==> config.mk <==
export PLATFORM = sky130hd
export DESIGN_NAME = uart_tx_frame
export DESIGN_NICKNAME = d
export VERILOG_FILES = /design/src/rtl/uart_tx_frame.sv
export SDC_FILE = /design/constraint.sdc
export NUM_CORES = 1
export LEC_CHECK = 0
export ABC_AREA = 1
export CAP_MARGIN = 20
export CORE_AREA = 2 2 54 56
export CTS_CLUSTER_DIAMETER = 40
export CTS_CLUSTER_SIZE = 12
export DETAILED_ROUTE_END_ITERATION = 6
export DIE_AREA = 0 0 56 58
export HOLD_SLACK_MARGIN = 0.03
export PLACE_DENSITY = 0.71
export SLEW_MARGIN = 20
export SYNTH_ARGS = -nofsm -noshare
export SYNTH_HDL_FRONTEND = slang
export SYNTH_SLANG_ARGS = --single-unit
==> constraint.sdc <==
create_clock -name CLK -period 1.6 [get_ports CLK]
set_input_delay 0.32 -clock CLK [delete_from_list [all_inputs] [get_ports CLK]]
set_output_delay 0.32 -clock CLK [all_outputs]
set_load 0.005 [all_outputs]
==> src/rtl/uart_tx_frame.sv <==
// rtl/uart_tx_frame.sv - UART TX serializer, one bit per CLK: start, LSB-first data, optional parity, stop.
// Build option: define UART_TX_TWO_STOP_EN for a two-cycle stop bit.
module uart_tx_frame #(
  parameter int DATA_WIDTH = 8
) (
  input  logic                  CLK,
  input  logic                  RST,
  input  logic [DATA_WIDTH-1:0] P_DATA,
  input  logic                  DATA_VALID,
  input  logic                  PAR_EN,
  input  logic                  PAR_TYP,
  output logic                  TX_OUT,
  output logic                  busy
);

  localparam int CW = $clog2(DATA_WIDTH) + 1;
  localparam logic [CW-1:0] CNT_LAST = CW'(DATA_WIDTH - 1);

  typedef enum logic [2:0] {
    IDLE   = 3'd0,
    START  = 3'd1,
    DATA   = 3'd2,
    PARITY = 3'd3,
    STOP   = 3'd4
  } state_t;

  state_t                r_state, w_state_n;
  logic                  r_tx, w_tx_n;
  logic                  r_busy, w_busy_n;
  logic [CW-1:0]         r_cnt, w_cnt_n;
  logic [DATA_WIDTH-1:0] r_shift, w_shift_n;
  logic [DATA_WIDTH-1:0] r_data, w_data_n;
  logic                  r_pen, w_pen_n;
  logic                  r_ptyp, w_ptyp_n;

  always_ff @(posedge CLK or negedge RST) begin
    if (!RST) begin
      r_state <= IDLE;
      r_tx    <= 1'b1;
      r_busy  <= 1'b0;
      r_cnt   <= '0;
      r_shift <= '0;
      r_data  <= '0;
      r_pen   <= 1'b0;
      r_ptyp  <= 1'b0;
    end else begin
      r_state <= w_state_n;
      r_tx    <= w_tx_n;
      r_busy  <= w_busy_n;
      r_cnt   <= w_cnt_n;
      r_shift <= w_shift_n;
      r_data  <= w_data_n;
      r_pen   <= w_pen_n;
      r_ptyp  <= w_ptyp_n;
    end
  end

  // Outputs are registered, so each branch computes the bit for the next cycle.
  always_comb begin
    w_state_n = r_state;
    w_tx_n    = r_tx;
    w_busy_n  = r_busy;
    w_cnt_n   = r_cnt;
    w_shift_n = r_shift;
    w_data_n  = r_data;
    w_pen_n   = r_pen;
    w_ptyp_n  = r_ptyp;
    case (r_state)
      IDLE: begin
        w_tx_n   = 1'b1;
        w_busy_n = 1'b0;
        if (DATA_VALID) begin
          w_data_n  = P_DATA;
          w_shift_n = P_DATA;
          w_pen_n   = PAR_EN;
          w_ptyp_n  = PAR_TYP;
          w_tx_n    = 1'b0;
          w_busy_n  = 1'b1;
          w_state_n = START;
        end
      end
      START: begin
        w_tx_n    = r_shift[0];
        w_shift_n = r_shift >> 1;
        w_cnt_n   = '0;
        w_state_n = DATA;
      end
      DATA: begin
        if (r_cnt == CNT_LAST) begin
          w_cnt_n = '0;
          if (r_pen) begin
            w_tx_n    = r_ptyp ? ~^r_data : ^r_data;
            w_state_n = PARITY;
          end else begin
            w_tx_n    = 1'b1;
            w_state_n = STOP;
          end
        end else begin
          w_tx_n    = r_shift[0];
          w_shift_n = r_shift >> 1;
          w_cnt_n   = r_cnt + 1'b1;
        end
      end
      PARITY: begin
        w_tx_n    = 1'b1;
        w_cnt_n   = '0;
        w_state_n = STOP;
      end
      STOP: begin
        w_tx_n = 1'b1;
`ifdef UART_TX_TWO_STOP_EN
        if (r_cnt == '0) begin
          w_cnt_n = CW'(1);
        end else begin
          w_cnt_n   = '0;
          w_busy_n  = 1'b0;
          w_state_n = IDLE;
        end
`else
        w_busy_n  = 1'b0;
        w_state_n = IDLE;
`endif
      end
      default: begin
        w_tx_n    = 1'b1;
        w_busy_n  = 1'b0;
        w_cnt_n   = '0;
        w_state_n = IDLE;
      end
    endcase
  end

  assign TX_OUT = r_tx;
  assign busy   = r_busy;

endmodule

==> run summary <==
Outcome = completed
Final setup fails = 0
Clk slew on worst S/H paths = 150 ps
Post-synthesis xor/xnor area fraction = 1.269%
Detailed-route wire length per cell = 11.34 um
# diodes = 0
CP Capture Type = output port
CTS buffer count = 3
CTS tree = yes
Layout Nets = 203
Final Power = 3.399 mW
Antenna-violating nets left = 0
Grt met2 use = 26.22%
Avg Cell Area, Syn = 8.166 um2
# DRC = 0
Multi-input gate area = 593.1 um2
Net Sw Frac = 45.13%
Drt first pass iters = 4
Critical-path cell list = clkdlybuf4s50_1
Via-to-Cell Ratio = 5.000
Root Driver = clkbuf_4
Fin crit period = 1510 ps
Antenna violations before repair = 0
Sequential cell area = 676.9 um2
Post-synthesis adder-cell area fraction = 0.9066%
Reg2reg path depth = 7
HP Class = primary input to asynchronous set/reset pin
Vias in the first global route = 1011
R2R Path Start = r_state[0]
Largest net degree at the start of global routing = 28
Combinational Power Share = 55.0%
Max Cap Viol = 0
CORE AREA = 2663 um2
Min setup slack post-route = 90.47 ps
# port buffers = 14
Netlist cell types = 24
Internal power = 1.865 mW
Ranking of synthesized cells by area = dfrtp_1, nand2_1, inv_1, o21ai_0, nor2_1
Crit path buf inv count = 1
Power Density = 2104 nW/um2
Dpl ws = 81.83 ps
Final Hold Viols = 0
Largest delay contributor family on the critical path = buffers and inverters
Max-slew headroom = 77.73%
Leak pwr = 0.8105 nW
CTS Sinks = 27
Fmax = 0.6625 GHz
Data required, critical path = 1280 ps
Largest family of logic cells by synthesized area = simple AND/OR/NAND/NOR gates
Clock network power share = 8.7%
Initial Utilization = 51.83%
Cell count after synthesis = 169
Total die area = 3248 um2
Finished layout cell area = 1615 um2
Most Crowded Layer GR = met2
Share of the synthesized area in the top cell type = 47.14%
Most common cell after layout, fill and taps aside = nand2_1
Clk_lat worst skew = 330 ps
Setup TNS = 0 ps
Share of layout cells above drive strength 1 = 15.96%
Io pins = 15
Critical R2R Capture = r_data[6]
Yosys warns = 0
Row cnt = 19
CP max-delay cell = clkdlybuf4s50_1
Clock Tree Buf Depth = 2
Simple-Gate Fraction of Synth Area = 24.30%
Starting DRT DRC Count = 35
Met1 Usage GRT = 23.84%
CP arrival = 1190 ps
Die H = 58 um
Vias = 1095
First-pass GRT wire length = 4298 um
WL final = 2483 um
Sequential cell area fraction in the yosys report = 49.05%
DP HPWL = 1865 um
Total gr overflow = 0
Die X = 56 um
Max VDD drop = 0.001195 V
Setup Skew = 7.202 ps
Worst-path maximum fanout = 2
Worst Setup Start Kind = flop
NetSw = 1.534 mW
Gpl congestion = 0.8691
Area growth from synthesis to layout = 17.04%
Reg-to-reg slack, setup = 90 ps
Setup bufs post-CTS = 0
Critical setup path kind = flop to output port
Crit path depth = 1
Total GRT Usage = 16.76%
Flop pwr share = 36.3%
Post-synthesis net count = 183
Dpl cells = 215
H-tree depth = 1
Synth Area in Compound Gates = 15.41%
Mux cell area share after synthesis = 0%
Final Non-Filler Cells = 219
Synth Register Bits = 27
Number of buffers inserted by hold repair at cts = 0
Filler cell count in the final layout = 244
GR Util met3 = 2.679%
Yosys top cell by area = dfrtp_1
Worst-Margin Slew = 334.0 ps
Final Max Tran Viols = 0
Slowest Stage Delay on Critical Path = 490 ps
Dpl cell area = 1574 um2
Most frequent cells in the layout = nand2_1, dfrtp_1, inv_1, nor2_1, o21ai_0
Tcrit/Tclk final = 94.35%
Syn Std Cell Area = 1380 um2
## logic make-up after synthesis
| logic type | Yosys count |
|---|---|
| AND/OR/NAND/NOR | 76 |
| AO/OA/AOI/OAI | 34 |
| buffers and inverters | 29 |
| flip-flops | 27 |
| XOR/XNOR | 2 |
| adder cells (fa/ha/maj) | 1 |
## metal layers
metal / part of all wire [%] / routed length, um
met4: 1.2 / 29
met2: 47 / 1160
met1: 49 / 1206
met5: 0 / 0
met3: 3.5 / 87
## area by class of cell
type                            count  area share [%]
Sequential cell                    27           41.91
Timing Repair Buffer               18           11.23
Tap cell                           31           2.401
Inverter                           26           6.042
Multi-Input combinational cell    113           36.72
Clock buffer                        3           1.394
Clock inverter                      1          0.3098
## registers in the layout, indices dropped and copies added (netlist names)
| signal | flops |
|---|---|
| TX_OUT | 1 |
| busy | 1 |
| r_cnt | 4 |
| r_data | 8 |
| r_pen | 1 |
| r_ptyp | 1 |
| r_shift | 8 |
| r_state | 3 |
## timing repair
item	CTS	global route
endpoints found under the hold margin	0	0
resized for setup	1	3
endpoints found under the setup margin	1	9
pin swaps	0	0
## cells in the mapped netlist, drive strengths merged
cell type and number:
o22ai 1, dfstp 1, dfrtp 26, nor2 22, nand3 8, a32o 1, xor2 2, a211oi 1
ha 1, a31oi 1, o31ai 1, buf 3, o21ai 16, a21oi 13, nand2 46, inv 26
## metrics by stage
stage | util (%) | hold WS [ps]
floorplan | - | 24.41
global placement | 59.12 | 486.1
detailed placement | 59.12 | 494.6
CTS | 60.10 | 345.3
global route | 60.67 | 380.0
finish | 60.67 | 332.3
## power by group through the flow
stage | Sequential (mW) | Clock (mW) | Combinational (mW)
floorplan | 1.20 | 0 | 1.45
global placement | 1.23 | 0 | 1.78
detailed placement | 1.25 | 0 | 1.84
CTS | 1.23 | 0.303 | 1.85
global route | 1.28 | 0.330 | 2.15
finish | 1.23 | 0.295 | 1.87
## worst max-delay path by stage
stage	startpoint	end	slack, ps
6_report	busy	busy	90
2_1_floorplan	r_cnt[0]	r_shift[5]	220
3_5_place_dp	DATA_VALID	r_shift[3]	80
3_3_place_gp	DATA_VALID	r_shift[4]	120
5_1_grt	r_state[0]	r_shift[3]	-10
4_1_cts	r_state[0]	r_data[6]	70
(Power assumes the default switching activity.)
